**src/rtl/hood_mode_scheduler.sv**
```systemverilog
// Range-hood mode sequencer: turns button pulses into the mode_state bus, runs the timed
// modes (level-3, level-3 return, self-clean) and keeps the saturating fan-run-time total.
module hood_mode_scheduler #(
   parameter int unsigned CLK_PER_SEC = 100_000_000,
   parameter int unsigned L3_SEC      = 60,
   parameter int unsigned RET_SEC     = 60,
   parameter int unsigned CLEAN_SEC   = 180,
   parameter int unsigned REMIND_SEC  = 36000,
   parameter int unsigned ACC_W       = 18
) (
   input  logic             clk,
   input  logic             rst,
   input  logic             power_on,
   input  logic             btn_menu,
   input  logic             btn_l1,
   input  logic             btn_l2,
   input  logic             btn_l3,
   input  logic             btn_clean,
   output logic [2:0]       mode_state,
   output logic [11:0]      remaining_sec,
   output logic [ACC_W-1:0] accum_sec,
   output logic             clean_reminder,
   output logic             sec_tick
);

   localparam int unsigned        PRESC_W    = (CLK_PER_SEC > 1) ? $clog2(CLK_PER_SEC) : 1;
   localparam logic [PRESC_W-1:0] PRESC_MAX  = PRESC_W'(CLK_PER_SEC - 1);
   localparam logic [ACC_W-1:0]   ACC_MAX    = {ACC_W{1'b1}};
   localparam logic [ACC_W-1:0]   REMIND_LIM = ACC_W'(REMIND_SEC);

   typedef enum logic [2:0] {
      ST_OFF     = 3'd0,
      ST_STANDBY = 3'd1,
      ST_MENU    = 3'd2,
      ST_L1      = 3'd3,
      ST_L2      = 3'd4,
      ST_L3      = 3'd5,
      ST_L3_RET  = 3'd6,
      ST_CLEAN   = 3'd7
   } state_t;

   typedef enum logic [2:0] {
      BTN_NONE  = 3'd0,
      BTN_L1    = 3'd1,
      BTN_L2    = 3'd2,
      BTN_L3    = 3'd3,
      BTN_CLEAN = 3'd4,
      BTN_MENU  = 3'd5
   } btn_t;

   state_t             state_q, state_d;
   logic [PRESC_W-1:0] presc_q, presc_d;
   logic [11:0]        rem_q, rem_d;
   logic [ACC_W-1:0]   accum_q, accum_d;
   logic               l3_used_q, l3_used_d;
   logic               reminder_q, reminder_d;
   logic               sec_tick_q, sec_tick_d;
   logic [2:0]         mode_q, mode_d;

   btn_t               btn_s;
   logic               tick_s;
   logic               expire_s;
   logic               clear_accum_s;
   logic               entry_s;

   function automatic logic [2:0] mode_of(input state_t st);
      logic [2:0] m;
      case (st)
         ST_L1:     m = 3'b001;
         ST_L2:     m = 3'b010;
         ST_L3:     m = 3'b011;
         ST_L3_RET: m = 3'b011;
         ST_CLEAN:  m = 3'b100;
         default:   m = 3'b000;
      endcase
      return m;
   endfunction

   function automatic logic [11:0] load_of(input state_t st);
      logic [11:0] v;
      case (st)
         ST_L3:     v = 12'(L3_SEC);
         ST_L3_RET: v = 12'(RET_SEC);
         ST_CLEAN:  v = 12'(CLEAN_SEC);
         default:   v = 12'd0;
      endcase
      return v;
   endfunction

   function automatic logic is_timed(input state_t st);
      logic t;
      case (st)
         ST_L3, ST_L3_RET, ST_CLEAN: t = 1'b1;
         default:                    t = 1'b0;
      endcase
      return t;
   endfunction

   // Tick effects are suppressed on the power-off edge so nothing counts into OFF.
   assign tick_s   = power_on && (state_q != ST_OFF) && (presc_q == PRESC_MAX);
   assign expire_s = tick_s && is_timed(state_q) && (rem_q == 12'd1);
   assign entry_s  = (state_d != state_q);

   // Resolve same-cycle buttons to the single highest-priority press.
   always_comb begin
      btn_s = BTN_NONE;
      if (btn_menu) begin
         btn_s = BTN_MENU;
      end else if (btn_clean) begin
         btn_s = BTN_CLEAN;
      end else if (btn_l3) begin
         btn_s = BTN_L3;
      end else if (btn_l2) begin
         btn_s = BTN_L2;
      end else if (btn_l1) begin
         btn_s = BTN_L1;
      end else begin
         btn_s = BTN_NONE;
      end
   end

   // Next state: power-off, then timer expiry, then the resolved button.
   always_comb begin
      state_d       = state_q;
      clear_accum_s = 1'b0;
      if (!power_on) begin
         state_d = ST_OFF;
      end else if (state_q == ST_OFF) begin
         state_d = ST_STANDBY;
      end else if (expire_s) begin
         case (state_q)
            ST_L3:     state_d = ST_L2;
            ST_L3_RET: state_d = ST_STANDBY;
            ST_CLEAN: begin
               state_d       = ST_STANDBY;
               clear_accum_s = 1'b1;
            end
            default:   state_d = state_q;
         endcase
      end else begin
         case (state_q)
            ST_STANDBY: state_d = (btn_s == BTN_MENU) ? ST_MENU : ST_STANDBY;
            ST_MENU: begin
               case (btn_s)
                  BTN_MENU:  state_d = ST_STANDBY;
                  BTN_CLEAN: state_d = ST_CLEAN;
                  BTN_L3:    state_d = l3_used_q ? ST_MENU : ST_L3;
                  BTN_L2:    state_d = ST_L2;
                  BTN_L1:    state_d = ST_L1;
                  default:   state_d = ST_MENU;
               endcase
            end
            ST_L1, ST_L2: begin
               case (btn_s)
                  BTN_MENU: state_d = ST_STANDBY;
                  BTN_L1:   state_d = ST_L1;
                  BTN_L2:   state_d = ST_L2;
                  default:  state_d = state_q;
               endcase
            end
            ST_L3:   state_d = (btn_s == BTN_MENU) ? ST_L3_RET : ST_L3;
            default: state_d = state_q;
         endcase
      end
   end

   // Prescaler, countdown, run-time total and registered output images.
   always_comb begin
      presc_d    = presc_q;
      rem_d      = rem_q;
      accum_d    = accum_q;
      sec_tick_d = tick_s;
      mode_d     = mode_of(state_d);
      l3_used_d  = power_on ? (l3_used_q | ((state_d == ST_L3) && (state_q != ST_L3))) : 1'b0;

      if ((state_d == ST_OFF) || entry_s || (presc_q == PRESC_MAX)) begin
         presc_d = {PRESC_W{1'b0}};
      end else begin
         presc_d = presc_q + PRESC_W'(1);
      end

      if (entry_s) begin
         rem_d = load_of(state_d);
      end else if (tick_s && (rem_q != 12'd0)) begin
         rem_d = rem_q - 12'd1;
      end else begin
         rem_d = rem_q;
      end

      if (clear_accum_s) begin
         accum_d = {ACC_W{1'b0}};
      end else if (tick_s && (mode_of(state_q) != 3'b000) && (mode_of(state_q) != 3'b100)
                   && (accum_q != ACC_MAX)) begin
         accum_d = accum_q + ACC_W'(1);
      end else begin
         accum_d = accum_q;
      end

      reminder_d = (accum_d >= REMIND_LIM);
   end

   // State and output registers with synchronous reset.
   always_ff @(posedge clk) begin
      if (rst) begin
         state_q    <= ST_OFF;
         presc_q    <= {PRESC_W{1'b0}};
         rem_q      <= 12'd0;
         accum_q    <= {ACC_W{1'b0}};
         l3_used_q  <= 1'b0;
         reminder_q <= 1'b0;
         sec_tick_q <= 1'b0;
         mode_q     <= 3'b000;
      end else begin
         state_q    <= state_d;
         presc_q    <= presc_d;
         rem_q      <= rem_d;
         accum_q    <= accum_d;
         l3_used_q  <= l3_used_d;
         reminder_q <= reminder_d;
         sec_tick_q <= sec_tick_d;
         mode_q     <= mode_d;
      end
   end

   assign mode_state     = mode_q;
   assign remaining_sec  = rem_q;
   assign accum_sec      = accum_q;
   assign clean_reminder = reminder_q;
   assign sec_tick       = sec_tick_q;

endmodule
```
**config.mk**
```make
export PLATFORM = sky130hd
export DESIGN_NAME = hood_mode_scheduler
export DESIGN_NICKNAME = d
export VERILOG_FILES = /design/src/rtl/hood_mode_scheduler.sv
export SDC_FILE = /design/constraint.sdc
export NUM_CORES = 1
export LEC_CHECK = 0
export CORE_ASPECT_RATIO = 0.6
export CORE_UTILIZATION = 36
export CTS_CLUSTER_DIAMETER = 100
export DETAILED_ROUTE_END_ITERATION = 10
export GPL_TIMING_DRIVEN = 0
export PLACE_DENSITY = 0.61
export SYNTH_ARGS = -nofsm -noshare
export SYNTH_HDL_FRONTEND = slang
export SYNTH_SLANG_ARGS = --single-unit
```
**constraint.sdc**
```tcl
create_clock -name clk -period 3.5 [get_ports clk]
set_input_delay 0.525 -clock clk [delete_from_list [all_inputs] [get_ports clk]]
set_output_delay 0.525 -clock clk [all_outputs]
set_load 0.03 [all_outputs]
```
Yosys cells after proc, flatten, opt, wreduce, memory -nomap -nowiden. Index checks and enable logic that the tools add are counted.

Register bits after elaboration: 66. Input bits: 8. Output and inout bits: 35. Word-level logic and storage cells: 89.

$add $sub $neg: 3. Order comparisons: 1. Equal/unequal tests: 23. Muxes and demuxes: 28. Bitwise gates (word level): 2. Reduce and logical (&&, ||, !) cells: 24.

Operators with widths (number): 18-bit two-way mux (2); 3-bit one-hot mux with 4 select lines (3); 3-bit equality test (second input constant) (10); 27-bit by 1-bit adder with 27-bit output (second input constant) (1); 27-bit equality test (second input constant) (1); 12-bit two-way mux (2); 3-bit two-way mux (7); 18-bit by 1-bit adder with 18-bit output (second input constant) (1); 18-bit by 16-bit greater-or-equal comparator with 1-bit output (second input constant) (1); 18-bit inequality test (second input constant) (1); 8-bit one-hot mux with 2 select lines (1); 3-bit by 2-bit equality test with 1-bit output (second input constant) (5); 3-bit one-hot mux with 5 select lines (1); 12-bit by 1-bit equality test with 1-bit output (second input constant) (1); 12-bit nonzero test (1); 2-bit OR reduction (6); 12-bit by 1-bit subtractor with 12-bit output (second input constant) (1); 1-bit logical AND (9); 3-bit one-hot mux with 3 select lines (1); 2-bit two-way mux (4); 3-bit by 1-bit equality test with 1-bit output (second input constant) (2); 3-bit zero test (2); 1-bit two-way mux (6); 3-bit inequality test (second input constant) (2); other kinds (8) (10).

Logic depth before layout (Yosys ltp). Gate-level depths: netlist of the first run.

Depth after elaboration: 16. Mapped depth: 12. Depth with buffers taken out: 9.

Worst setup path before layout of the first run. Ideal clock, no wire load.

Path kind: reg2reg. Start: register rem_q[1], in the netlist remaining_sec[1]. End: register presc_q[8]. Library setup time: 0.062 ns. Data arrival time: 2.523 ns. Data required time: 3.438 ns. Path slack: 0.914 ns. Stages on the path, launching flop included: 12. Buffers on the path: 2. Period minus slack after synthesis: 2.586 ns. Cells stage by stage: dfxtp_1 > inv_1 > ha_1 > nor4bb_1 > and4b_1 > and4_1 > a211oi_2 > o211ai_4 > or3_1 > buf_6 > buf_6 > nor2_2.

Longest elaborated chain between the ends: 9. Elaborated cells between the ends (all ways): 10. Classes of those cells: 2 x eq/ne; 3 x mux; 5 x reduce/logical.

RTL lines: from (decl) (RTL line 53) `logic [11:0] rem_q, rem_d;`; from (signal assigned) (RTL line 216) `rem_q <= rem_d;`; 12-bit by 1-bit equality test with 1-bit output (*) (RTL line 101) `assign expire_s = tick_s && is_timed(state_q) && (rem_q == 12'd1);`; 1-bit logical AND (*) (RTL line 101); 3-bit two-way mux (*) (RTL line 130) `end else if (expire_s) begin`; 3-bit two-way mux (*) (RTL line 128) `end else if (state_q == ST_OFF) begin`; 3-bit two-way mux (*) (RTL line 126) `if (!power_on) begin`; 3-bit inequality test / 3-bit zero test (equally long branches) (RTL line 102, 176); 1-bit logical OR (*) (2 in a row) (RTL line 176) `if ((state_d == ST_OFF) || entry_s || (presc_q == PRESC_MAX)) begin`; 2-bit OR reduction (no source line) (*); to (signal assigned) (RTL line 206) `presc_q <= {PRESC_W{1'b0}};`; to (signal assigned) (RTL line 215) `presc_q <= presc_d;`; to (decl) (RTL line 52) `logic [PRESC_W-1:0] presc_q, presc_d;`.

Mark *: on every way between the ends. The rest lies on a longest branch, timed or not. A chain may end at the register's enable or synchronous reset.

Worst setup path after layout of the first run.
Start: input btn_l3. End: register presc_q[3].

Longest elaborated chain between the ends: 13. Elaborated cells between the ends (all ways): 21. Classes of those cells: 6 x eq/ne; 11 x mux; 4 x reduce/logical.

RTL lines: from (decl) (RTL line 17) `input logic btn_l3,`; 2-bit two-way mux (*) (RTL line 111) `end else if (btn_l3) begin`; 3-bit two-way mux (*) (RTL line 109) `end else if (btn_clean) begin`; 3-bit two-way mux (*) (RTL line 107) `if (btn_menu) begin`; 3-bit by 1-bit equality test with 1-bit output (tied with other cells) (RTL line 144, 154); 3-bit one-hot mux with 5 select lines (tied with other cells) (RTL line 144) `case (btn_s)`; 3-bit one-hot mux with 4 select lines (*) (RTL line 141) `case (state_q)`; 3-bit two-way mux (*) (RTL line 130); 3-bit two-way mux (*) (RTL line 128); 3-bit two-way mux (*) (RTL line 126); 3-bit inequality test / 3-bit zero test (equally long branches) (RTL line 102, 176); 1-bit logical OR (*) (2 in a row) (RTL line 176); 2-bit OR reduction (no source line) (*).

Marked as above.

==> reports/metrics.yaml, run 1 <==
timing:
  hold_slack_ps: 507.7
  tns_ps: 0
  fmax_ghz: 0.3340
  fin_crit_sh_pct: 85.55
  hold_viol: 0
  relSlewSlack_pct: 39.46
  rsz0062_at_grt: "no"
  slew_violations: 0
  fin_skew_ps: 8.739
  setup_viol: 0
  tightest_slew_ps: 899.8
  min_period_ps: 2994
cells_and_area:
  stdcell_count: 642
  n_antenna_cell: 0
  finish.utilization_pct: 47.24
  area.sequential_um2: 1321
  finalNetCount: 514
  multi_input_area_um2: 2325
  num-fill-cells: 997
  drive_gt1_share_pct: 11.64
  area_delta_synth_final_pct: 24.75
grt:
  busiest_layer: "met2"
  grt_pass1_vias: 3192
  grt_pass1_wl_um: 15610
  grt_max_degree: 13
  grtUsageMet3_pct: 4.815
  grt_usage_pct: 17.99
  globalRouteMet2Util_pct: 26.13
  use_met1_pct: 25.46
  antenna_found_initial: 0
  grt.overflow.total: 0
floorplan:
  die_w_um: 134.8
  top_level_ports: 43
  die_height_um: 81.66
  rows: 28
  core_um2: 10050
  start_util_pct: 37.87
  fp.dieArea_um2: 11000
placed_design:
  io_buffer_count: 42
  gp_congestion: 0.8165
  placedCellCount: 626
  hpwl_um: 6858
clock_network:
  cts-resized-gates: 0
  cts_root_buffer: "clkbuf_16"
  cts_hold_buffers: 0
  cts_buffers: 9
  cts_tree: "yes"
  htreeDepth: 3
  cts.path.max_buffers: 2
  cts_num_sinks: 66
  clk_latency_ps: 340
  clk_pin_slew_ps: 50
  post_cts_buffers: 0
pwr:
  intPower_mw: 1.528
  p_per_area_nw_per_um2: 413.8
  vdd_drop_max_mv: 0.2183
  power_frac_seq_pct: 39.2
  p_leak_nw: 1.636
  p_sw_mw: 0.4377
  power_mw: 1.965
  swShare_pct: 22.27
  comb_power_share_pct: 6.8
  clkPwrFrac_pct: 53.9
detailed_routing:
  drtIter0Drc: 226
  route.final.wire_length_um: 9333
  route.detailed.drc: 0
  vias: 3455
  wl_per_cell_um: 14.54
  first_pass_iters: 5
  vias_per_cell: 5.382
  drtAntennaViolNets: 0
logic_synthesis:
  syn_inst: 449
  synthArstFlopShare_pct: 0
  syn_area_um2: 3807
  yosysSeqAreaShare_pct: 34.70
  syn_nets: 461
  yosys_warnings: 0
  synth_flop_cell: "dfxtp_1"
  syn_avg_cell_area_um2: 8.480
  synth-seq-cells: 66
  synth-edff-count: 0
  ys_types: 70
critical_path:
  cp-end-kind: "flop"
  crit_fanout: 10
  critPathKind: "primary input to flop"
  worst_setup_path_start_kind: "primary input"
  crit_arrival_ps: 3270
  worstPathRequired_ps: 3770
run:
  drv_cap: 0
status:
  outcome: "finished clean"
min_path:
  hold_class: "flop to flop"
-- flip-flops by register name (all words and copies together) (netlist names) --
| signal | count |
|---|---|
| remaining_sec | 12 |
| sec_tick | 1 |
| mode_state | 3 |
| state_q | 3 |
| l3_used_q | 1 |
| presc_q | 27 |
| accum_sec | 18 |
| clean_reminder | 1 |
-- per-stage QoR --
stage / instance area (µm²) / worst slack (ps)
finish: 4750 / 505.9
global placement: 4397 / 264.9
floorplan: 3807 / 914.4
detailed placement: 4397 / 182.4
CTS: 4750 / 523.1
global route: 4750 / 338.5
-- kinds of logic (layout without fill, tap and decap cells) --
kind of cell    after synthesis  count (layout)  synth area share [%]
compound gates               59              59                 12.26
xor+xnor                     51              51                 11.73
fa+ha+maj                     4               4                 1.315
buf+inv                      33              91                 4.239
flops                        66              66                 34.70
mux                           4               4                 1.052
simple gates                232             232                 34.70
-- power groups by stage --
stage	Sequential, mW	Clock (mW)	Combinational [mW]
floorplan	0.793	0	0.0815
global placement	0.786	0	0.132
detailed placement	0.787	0	0.133
CTS	0.771	1.08	0.134
global route	0.772	1.11	0.147
finish	0.771	1.06	0.134
-- per-layer routing --
metal | share of wire (%) | vias to the layer above
met4 | 1.0 | 0
li1 | - | 1729
met5 | 0 | -
met2 | 40 | 101
met1 | 54 | 1614
met3 | 5.2 | 11
-- synth_stat cells (all sizes together) (3+ instances only) --
cell type,n,area share [%]
nor3,14,1.8
clkbuf,7,0.69
and4bb,3,0.99
o21ai,8,1.1
nor2b,6,0.99
inv,16,1.6
a21boi,3,0.59
and3,13,2.1
and4,9,2.1
xnor2,23,5.3
xor2,28,6.4
ha,4,1.3
nand3b,3,0.59
and2,5,0.82
nor2,70,8.0
nand3,23,3.0
nand2b,4,0.66
mux2i,4,1.1
o211ai,4,1.2
nor4,10,2.2
nand4,20,3.8
nand2,30,3.0
nor4b,3,0.69
or3,6,0.99
dfxtp,66,35
a21oi,13,1.7
o31ai,3,0.59
buf,10,2.0
-- layout make-up --
type	count	share of cell area (%)
buffer	17	2.134
clock buffer	10	5.032
inverter	16	1.264
tap	135	3.556
multi-input combinational	350	48.95
sequential	66	27.82
timing repair buffer	42	8.851
clock inverter	6	2.397
-- final timing paths --
check / from / to / slack, ps / cells after the start
worst max-delay path: btn_l3 / presc_q[3] / 510 / 10
worst min-delay path: presc_q[0] / presc_q[0] / 510 / 1
worst max register to register: presc_q[0] / presc_q[0] / 600 / 11
worst min register to register: presc_q[0] / presc_q[0] / 510 / 1
-- critical path: stages --
cell             delay, ps
clkdlybuf4s50_1        610
nor2_1                 130
o41ai_2                410
o2111ai_1              270
a211oi_2               350
o211ai_4               170
or3_1                  390
buf_6                  150
buf_6                  150
nor2_2                 100
-- cells in the final DEF (no fill, tap or decap), types with 6 or more instances in the layout --
cell type	Yosys	layout
a21oi_1	13	13
and3_1	13	13
and4_1	8	8
buf_2	6	6
clkbuf_1	7	7
clkbuf_16	0	9
clkdlybuf4s50_1	0	42
dfxtp_1	66	66
inv_1	16	16
nand2_1	30	30
nand3_1	23	23
nand4_1	18	18
nor2_1	53	53
nor2_2	17	17
nor2b_1	6	6
nor3_1	14	14
nor4_1	8	8
o21ai_0	6	6
or3_1	6	6
xnor2_1	23	23
xor2_1	28	28
Note: power is estimated with default switching activity, not from simulation.
==> run 2: changes to the inputs <==
--- a/config.mk
+++ b/config.mk
@@ -9,7 +9,6 @@
 export CORE_UTILIZATION = 36
 export CTS_CLUSTER_DIAMETER = 100
 export DETAILED_ROUTE_END_ITERATION = 10
-export GPL_TIMING_DRIVEN = 0
 export PLACE_DENSITY = 0.61
 export SYNTH_ARGS = -nofsm -noshare
 export SYNTH_HDL_FRONTEND = slang
==> run 2 against run 1 <==
  * Clock skew shrank 2.4 ps
  * First-iteration DRC count shrank 24%
  * Non-clock buffer count shrank 13
  * Via count shrank 3.6%
  * Clock-buffer cell count grew 1
  * Cell area shrank 2.2%
  * Largest power group unchanged
  * Clock power shrank 8%
  * Sequential share of layout area grew 0.62 points
  * Cell count shrank 2.0%
  * Combinational power shrank 9%
  * Global-route usage shrank 0.74 points
  * Critical path depth shrank 1
  * Critical endpoint is now presc_q[25]
==> reports/metrics.yaml, run 2 (synthesized netlist as in run 1, its figures left out) <==
grt:
  antenna_found_initial: 0  # unchanged
  grt_usage_pct: 17.25  # was 17.99%
  grt_pass1_wl_um: 14750  # was 15610 µm
  grt_pass1_vias: 3013  # was 3192
  grt_max_degree: 28  # was 13
  grt.overflow.total: 0  # unchanged
min_path:
  min_path_cells: 2  # was 1
  hp-start: "presc_q[25]"  # was presc_q[0]
  hold_class: "flop to flop"  # unchanged
  hold_end: "presc_q[25]"  # was presc_q[0]
critical_path:
  crit_arrival_ps: 3260  # was 3270 ps
  r2r.worst_path.cells: 9  # was 11
  crit_fanout: 27  # was 10
  worstPathRequired_ps: 3770  # about the same
  r2r-end: "presc_q[14]"  # was presc_q[0]
  critPathKind: "primary input to flop"  # unchanged
  r2r_slack_ps: 540  # was 600 ps
  r2r_start: "presc_q[0]"  # unchanged
  worst_setup_path_start_kind: "primary input"  # unchanged
  cp-end-kind: "flop"  # unchanged
cells_and_area:
  mostFrequentLayoutCell: "dfxtp_1"  # unchanged
  layout_common_cells: "dfxtp_1, nor2_1, clkdlybuf4s50_1"  # unchanged
  finalNetCount: 501  # was 514
  drive_gt1_share_pct: 10.53  # was 11.64%
  regMostFlops: "presc_q"  # unchanged
  finish.utilization_pct: 46.20  # was 47.24%
  area_delta_synth_final_pct: 22.02  # was 24.75%
  largest_register_ffs: 27  # unchanged
  n_antenna_cell: 0  # unchanged
timing:
  fin_skew_ps: 6.349  # was 8.739 ps
  tns_ps: 0  # unchanged
  hold_viol: 0  # unchanged
  slew_violations: 0  # unchanged
  relSlewSlack_pct: 48.70  # was 39.46%
  fmax_ghz: 0.3344  # was 0.3340 GHz
  min_period_ps: 2990  # was 2994 ps
  setup_viol: 0  # unchanged
  tightest_slew_ps: 762.5  # was 899.8 ps
  fin_crit_sh_pct: 85.44  # was 85.55%
  rsz0062_at_grt: "no"  # unchanged
floorplan:
  rows: 28  # unchanged
  die_height_um: 81.66  # unchanged
  die_w_um: 134.8  # unchanged
  core_um2: 10050  # unchanged
  fp.dieArea_um2: 11000  # unchanged
  top_level_ports: 43  # unchanged
  start_util_pct: 37.87  # unchanged
clock_network:
  post_cts_buffers: 0  # unchanged
  cts.path.max_buffers: 2  # unchanged
  cts_hold_buffers: 0  # unchanged
  clk_latency_ps: 340  # about the same
  cts_num_sinks: 66  # unchanged
  cts_buffers: 9  # unchanged
  cts_tree: "yes"  # unchanged
  htreeDepth: 3  # unchanged
  clk_pin_slew_ps: 60  # was 50 ps
  cts-resized-gates: 0  # unchanged
  cts_root_buffer: "clkbuf_16"  # unchanged
status:
  outcome: "finished clean"  # unchanged
pwr:
  p_leak_nw: 1.586  # was 1.636 nW
  vdd_drop_max_mv: 0.2691  # was 0.2183 mV
  clkPwrFrac_pct: 52.1  # was 53.9%
  p_per_area_nw_per_um2: 402.3  # was 413.8 nW/µm²
  p_sw_mw: 0.4221  # was 0.4377 mW
  power_frac_seq_pct: 41.4  # was 39.2%
  comb_power_share_pct: 6.5  # was 6.8%
  swShare_pct: 22.58  # was 22.27%
  intPower_mw: 1.447  # was 1.528 mW
detailed_routing:
  vias_per_cell: 5.294  # was 5.382
  wl_per_cell_um: 14.20  # was 14.54 µm
  route.detailed.drc: 0  # unchanged
  route.final.wire_length_um: 8934  # was 9333 µm
  vias: 3330  # was 3455
  drtIter0Drc: 172  # was 226
  drtAntennaViolNets: 0  # unchanged
  first_pass_iters: 4  # was 5
run:
  drv_cap: 0  # unchanged
placed_design:
  io_buffer_count: 42  # unchanged
  hpwl_um: 6540  # was 6858 µm
  gp_congestion: 0.8522  # was 0.8165
-- run 2: power groups by stage --
stage | Combinational (mW) | Clock, mW | Sequential [mW]
finish | 0.122 | 0.974 | 0.773
global route | 0.133 | 1.03 | 0.775
detailed placement | 0.121 | 0 | 0.789
CTS | 0.122 | 0.997 | 0.773
global placement | 0.120 | 0 | 0.789
floorplan | 0.0815 | 0 | 0.793
-- run 2: critical path, stage by stage --
cell,delay (ps)
clkdlybuf4s50_1,590
nor2b_1,240
o311ai_1,350
o2111ai_1,250
a211oi_2,340
o211ai_4,160
or3_1,360
buf_4,260
a21oi_1,160
-- run 2: worst max path at each step --
stage	startpoint	to	slack, ps
2_1_floorplan	remaining_sec[1]	presc_q[8]	910
3_3_place_gp	btn_menu	presc_q[25]	250
3_5_place_dp	btn_menu	presc_q[25]	160
4_1_cts	btn_menu	presc_q[25]	510
5_1_grt	presc_q[0]	presc_q[9]	320
6_report	btn_menu	presc_q[25]	510
-- run 2: layout make-up --
class / count / area, µm²
Inverter: 16 / 60.06
Tap cell: 135 / 168.9
Sequential cell: 66 / 1321
Multi-Input combinational cell: 350 / 2325
Clock inverter: 5 / 77.57
Clock buffer: 11 / 242.7
Fill cell: 955 / 5409
Timing Repair Buffer: 46 / 450.4
-- run 2: metrics by stage --
stage / instances / instance area, µm² / power (mW) / hold WS [ps] / worst slack [ps]
global placement: 613 / 4325 / 0.9093 / 482.4 / 254.8
floorplan: 449 / 3807 / 0.8744 / 452.7 / 914.4
detailed placement: 613 / 4325 / 0.9099 / 496.2 / 162.0
CTS: 629 / 4646 / 1.892 / 508.3 / 511.0
finish: 629 / 4646 / 1.869 / 510.1 / 509.7
global route: 629 / 4646 / 1.937 / 550.0 / 323.8
-- run 2: layer usage --
layer	wire length [µm]	track usage, %
met1	4806	24.06
met2	3567	24.64
met3	469	5.802
met4	90	5.730
met5	0	0
==> run 3: changes to the inputs <==
--- a/config.mk
+++ b/config.mk
@@ -9,7 +9,7 @@
 export CORE_UTILIZATION = 36
 export CTS_CLUSTER_DIAMETER = 100
 export DETAILED_ROUTE_END_ITERATION = 10
-export PLACE_DENSITY = 0.61
+export PLACE_DENSITY = 0.63
 export SYNTH_ARGS = -nofsm -noshare
 export SYNTH_HDL_FRONTEND = slang
 export SYNTH_SLANG_ARGS = --single-unit
==> constraint.sdc (replaced) <==
create_clock -name clk -period 2.7 [get_ports clk]
set_input_delay 0.405 -clock clk [delete_from_list [all_inputs] [get_ports clk]]
set_output_delay 0.405 -clock clk [all_outputs]
set_load 0.03 [all_outputs]
==> run 3 against run 2 <==
  * Highest routed layer unchanged
  * Clock skew is 0.53 ps higher
  * Global-route usage rose by 1.8 points
  * Combinational power increased by 56%
  * Non-clock buffer count increased by 29
  * Critical path depth did not move
  * Register-to-register slack worse by 360 ps
  * Hold slack improved by 0.70 ps
  * Power up 28%
  * Die area did not move
  * Wire length up 6.8%
  * First-iteration DRC count increased by 22%
  * Via count rose by 5.9%
==> reports/metrics.yaml, run 3 (synthesized netlist as in run 1, its figures left out) <==
status:
  outcome: "finished clean"  # unchanged
placed_design:
  placedCellCount: 642  # was 613
  hpwl_um: 7055  # was 6540 µm
  gp_congestion: 0.8798  # was 0.8522
  placed_area_um2: 4556  # was 4325 µm²
  io_buffer_count: 42  # unchanged
critical_path:
  cp-end-kind: "flop"  # unchanged
  worstPathRequired_ps: 2970  # was 3770 ps
  worst_setup_path_start_kind: "primary input"  # unchanged
  crit_fanout: 27  # unchanged
  crit_arrival_ps: 2860  # was 3260 ps
  critPathKind: "primary input to flop"  # unchanged
min_path:
  hold_class: "flop to flop"  # unchanged
clock_network:
  clk_pin_slew_ps: 50  # was 60 ps
  cts_num_sinks: 66  # unchanged
  cts_root_buffer: "clkbuf_16"  # unchanged
  cts.path.max_buffers: 2  # unchanged
  cts_tree: "yes"  # unchanged
  htreeDepth: 3  # unchanged
  clk_latency_ps: 340  # about the same
  cts_buffers: 9  # unchanged
detailed_routing:
  first_pass_iters: 5  # was 4
  vias: 3526  # was 3330
  drtAntennaViolNets: 0  # unchanged
  wl_per_cell_um: 14.50  # was 14.20 µm
  route.detailed.drc: 0  # unchanged
  route.final.wire_length_um: 9538  # was 8934 µm
  drtIter0Drc: 210  # was 172
  vias_per_cell: 5.359  # was 5.294
timing:
  fin_skew_ps: 6.880  # was 6.349 ps
  hold_viol: 0  # unchanged
  relSlewSlack_pct: 65.06  # was 48.70%
  fmax_ghz: 0.3868
  min_period_ps: 2586
  hold_slack_ps: 510.8  # was 510.1 ps
  tns_ps: 0  # unchanged
  setup_viol: 0  # unchanged
  tightest_slew_ps: 516.8  # was 762.5 ps
  slew_violations: 0  # unchanged
  fin_crit_sh_pct: 95.76
floorplan:
  rows: 28  # unchanged
  core_um2: 10050  # unchanged
  top_level_ports: 43  # unchanged
  die_height_um: 81.66  # unchanged
  start_util_pct: 37.87  # unchanged
  fp.dieArea_um2: 11000  # unchanged
  die_w_um: 134.8  # unchanged
cells_and_area:
  finalNetCount: 530  # was 501
  mostFrequentLayoutCell: "dfxtp_1"  # unchanged
  n_antenna_cell: 0  # unchanged
  largest_register_ffs: 27  # unchanged
  regMostFlops: "presc_q"  # unchanged
  num-fill-cells: 970  # was 955
  area_delta_synth_final_pct: 28.46  # was 22.02%
  multi_input_area_um2: 2350  # was 2325 µm²
  drive_gt1_share_pct: 16.06  # was 10.53%
  finish.utilization_pct: 48.64  # was 46.20%
  stdcell_area_um2: 4891  # was 4646 µm²
  area.sequential_um2: 1321  # unchanged
  layout_common_cells: "dfxtp_1, nor2_1, clkdlybuf4s50_1"  # unchanged
  stdcell_count: 658  # was 629
grt:
  grt_pass1_wl_um: 16320  # was 14750 µm
  grt.overflow.total: 0  # unchanged
  grt_max_degree: 28  # unchanged
  grt_pass1_vias: 3332  # was 3013
  antenna_found_initial: 0  # unchanged
  grt_usage_pct: 19.00  # was 17.25%
run:
  drv_cap: 0  # unchanged
pwr:
  p_leak_nw: 1.753  # was 1.586 nW
  p_per_area_nw_per_um2: 487.8  # was 402.3 nW/µm²
  vdd_drop_max_mv: 0.3152  # was 0.2691 mV
[run 3: per-stage QoR]
stage | total power [mW] | setup slack [ps]
floorplan | 1.133 | 114.4
global placement | 1.203 | -208.2
detailed placement | 1.205 | -325.3
CTS | 2.402 | 16.55
global route | 2.472 | -27.45
finish | 2.386 | 114.5
[run 3: area by class of cell]
cell class              instances  share of cell area, %
multi-input cells             350                  48.04
clock inverters                 5                  1.074
well taps                     135                  3.454
inverters                      16                  1.228
clock buffers                  11                  5.168
repair buffers                 75                  14.02
flip-flops and latches         66                  27.01
[run 3: where the power goes]
| group | internal [mW] | switching (mW) | leakage, nW |
|---|---|---|---|
| clock | 0.759 | 0.435 | 0.151 |
| sequential | 0.983 | 0.0186 | 0.532 |
| combinational | 0.0831 | 0.107 | 1.07 |
[run 3: worst max-delay path, stage by stage]
cell	delay (ps)
clkdlybuf4s50_1	490
nor4b_1	210
a311o_1	410
a22o_1	200
a31oi_1	300
o211ai_4	130
or3_1	400
buf_12	190
a21oi_1	110
[run 3: path summary, 6_finish.rpt]
path                    start     endpoint  slack (ps)  depth (start not counted)
hold reg to reg   presc_q[25]  presc_q[25]         510                          2
setup / recovery       btn_l2  presc_q[25]         110                          9
hold / removal    presc_q[25]  presc_q[25]         510                          2
setup reg to reg   state_q[0]  presc_q[25]         180                          8
[run 3: repair_timing]
item,4_1_cts,5_1_grt
gates resized for setup,0,5
hold buffers,0,0
setup endpoints to repair,0,38
buffers inserted,0,0
[run 3: per-layer routing]
| metal | vias up | track usage (%) | share of wire (%) |
|---|---|---|---|
| li1 | 1753 | - | - |
| met1 | 1644 | 27.45 | 53 |
| met2 | 119 | 26.60 | 39 |
| met3 | 10 | 5.617 | 7.2 |
| met4 | 0 | 6.067 | 0.99 |
| met5 | - | 0 | 0 |
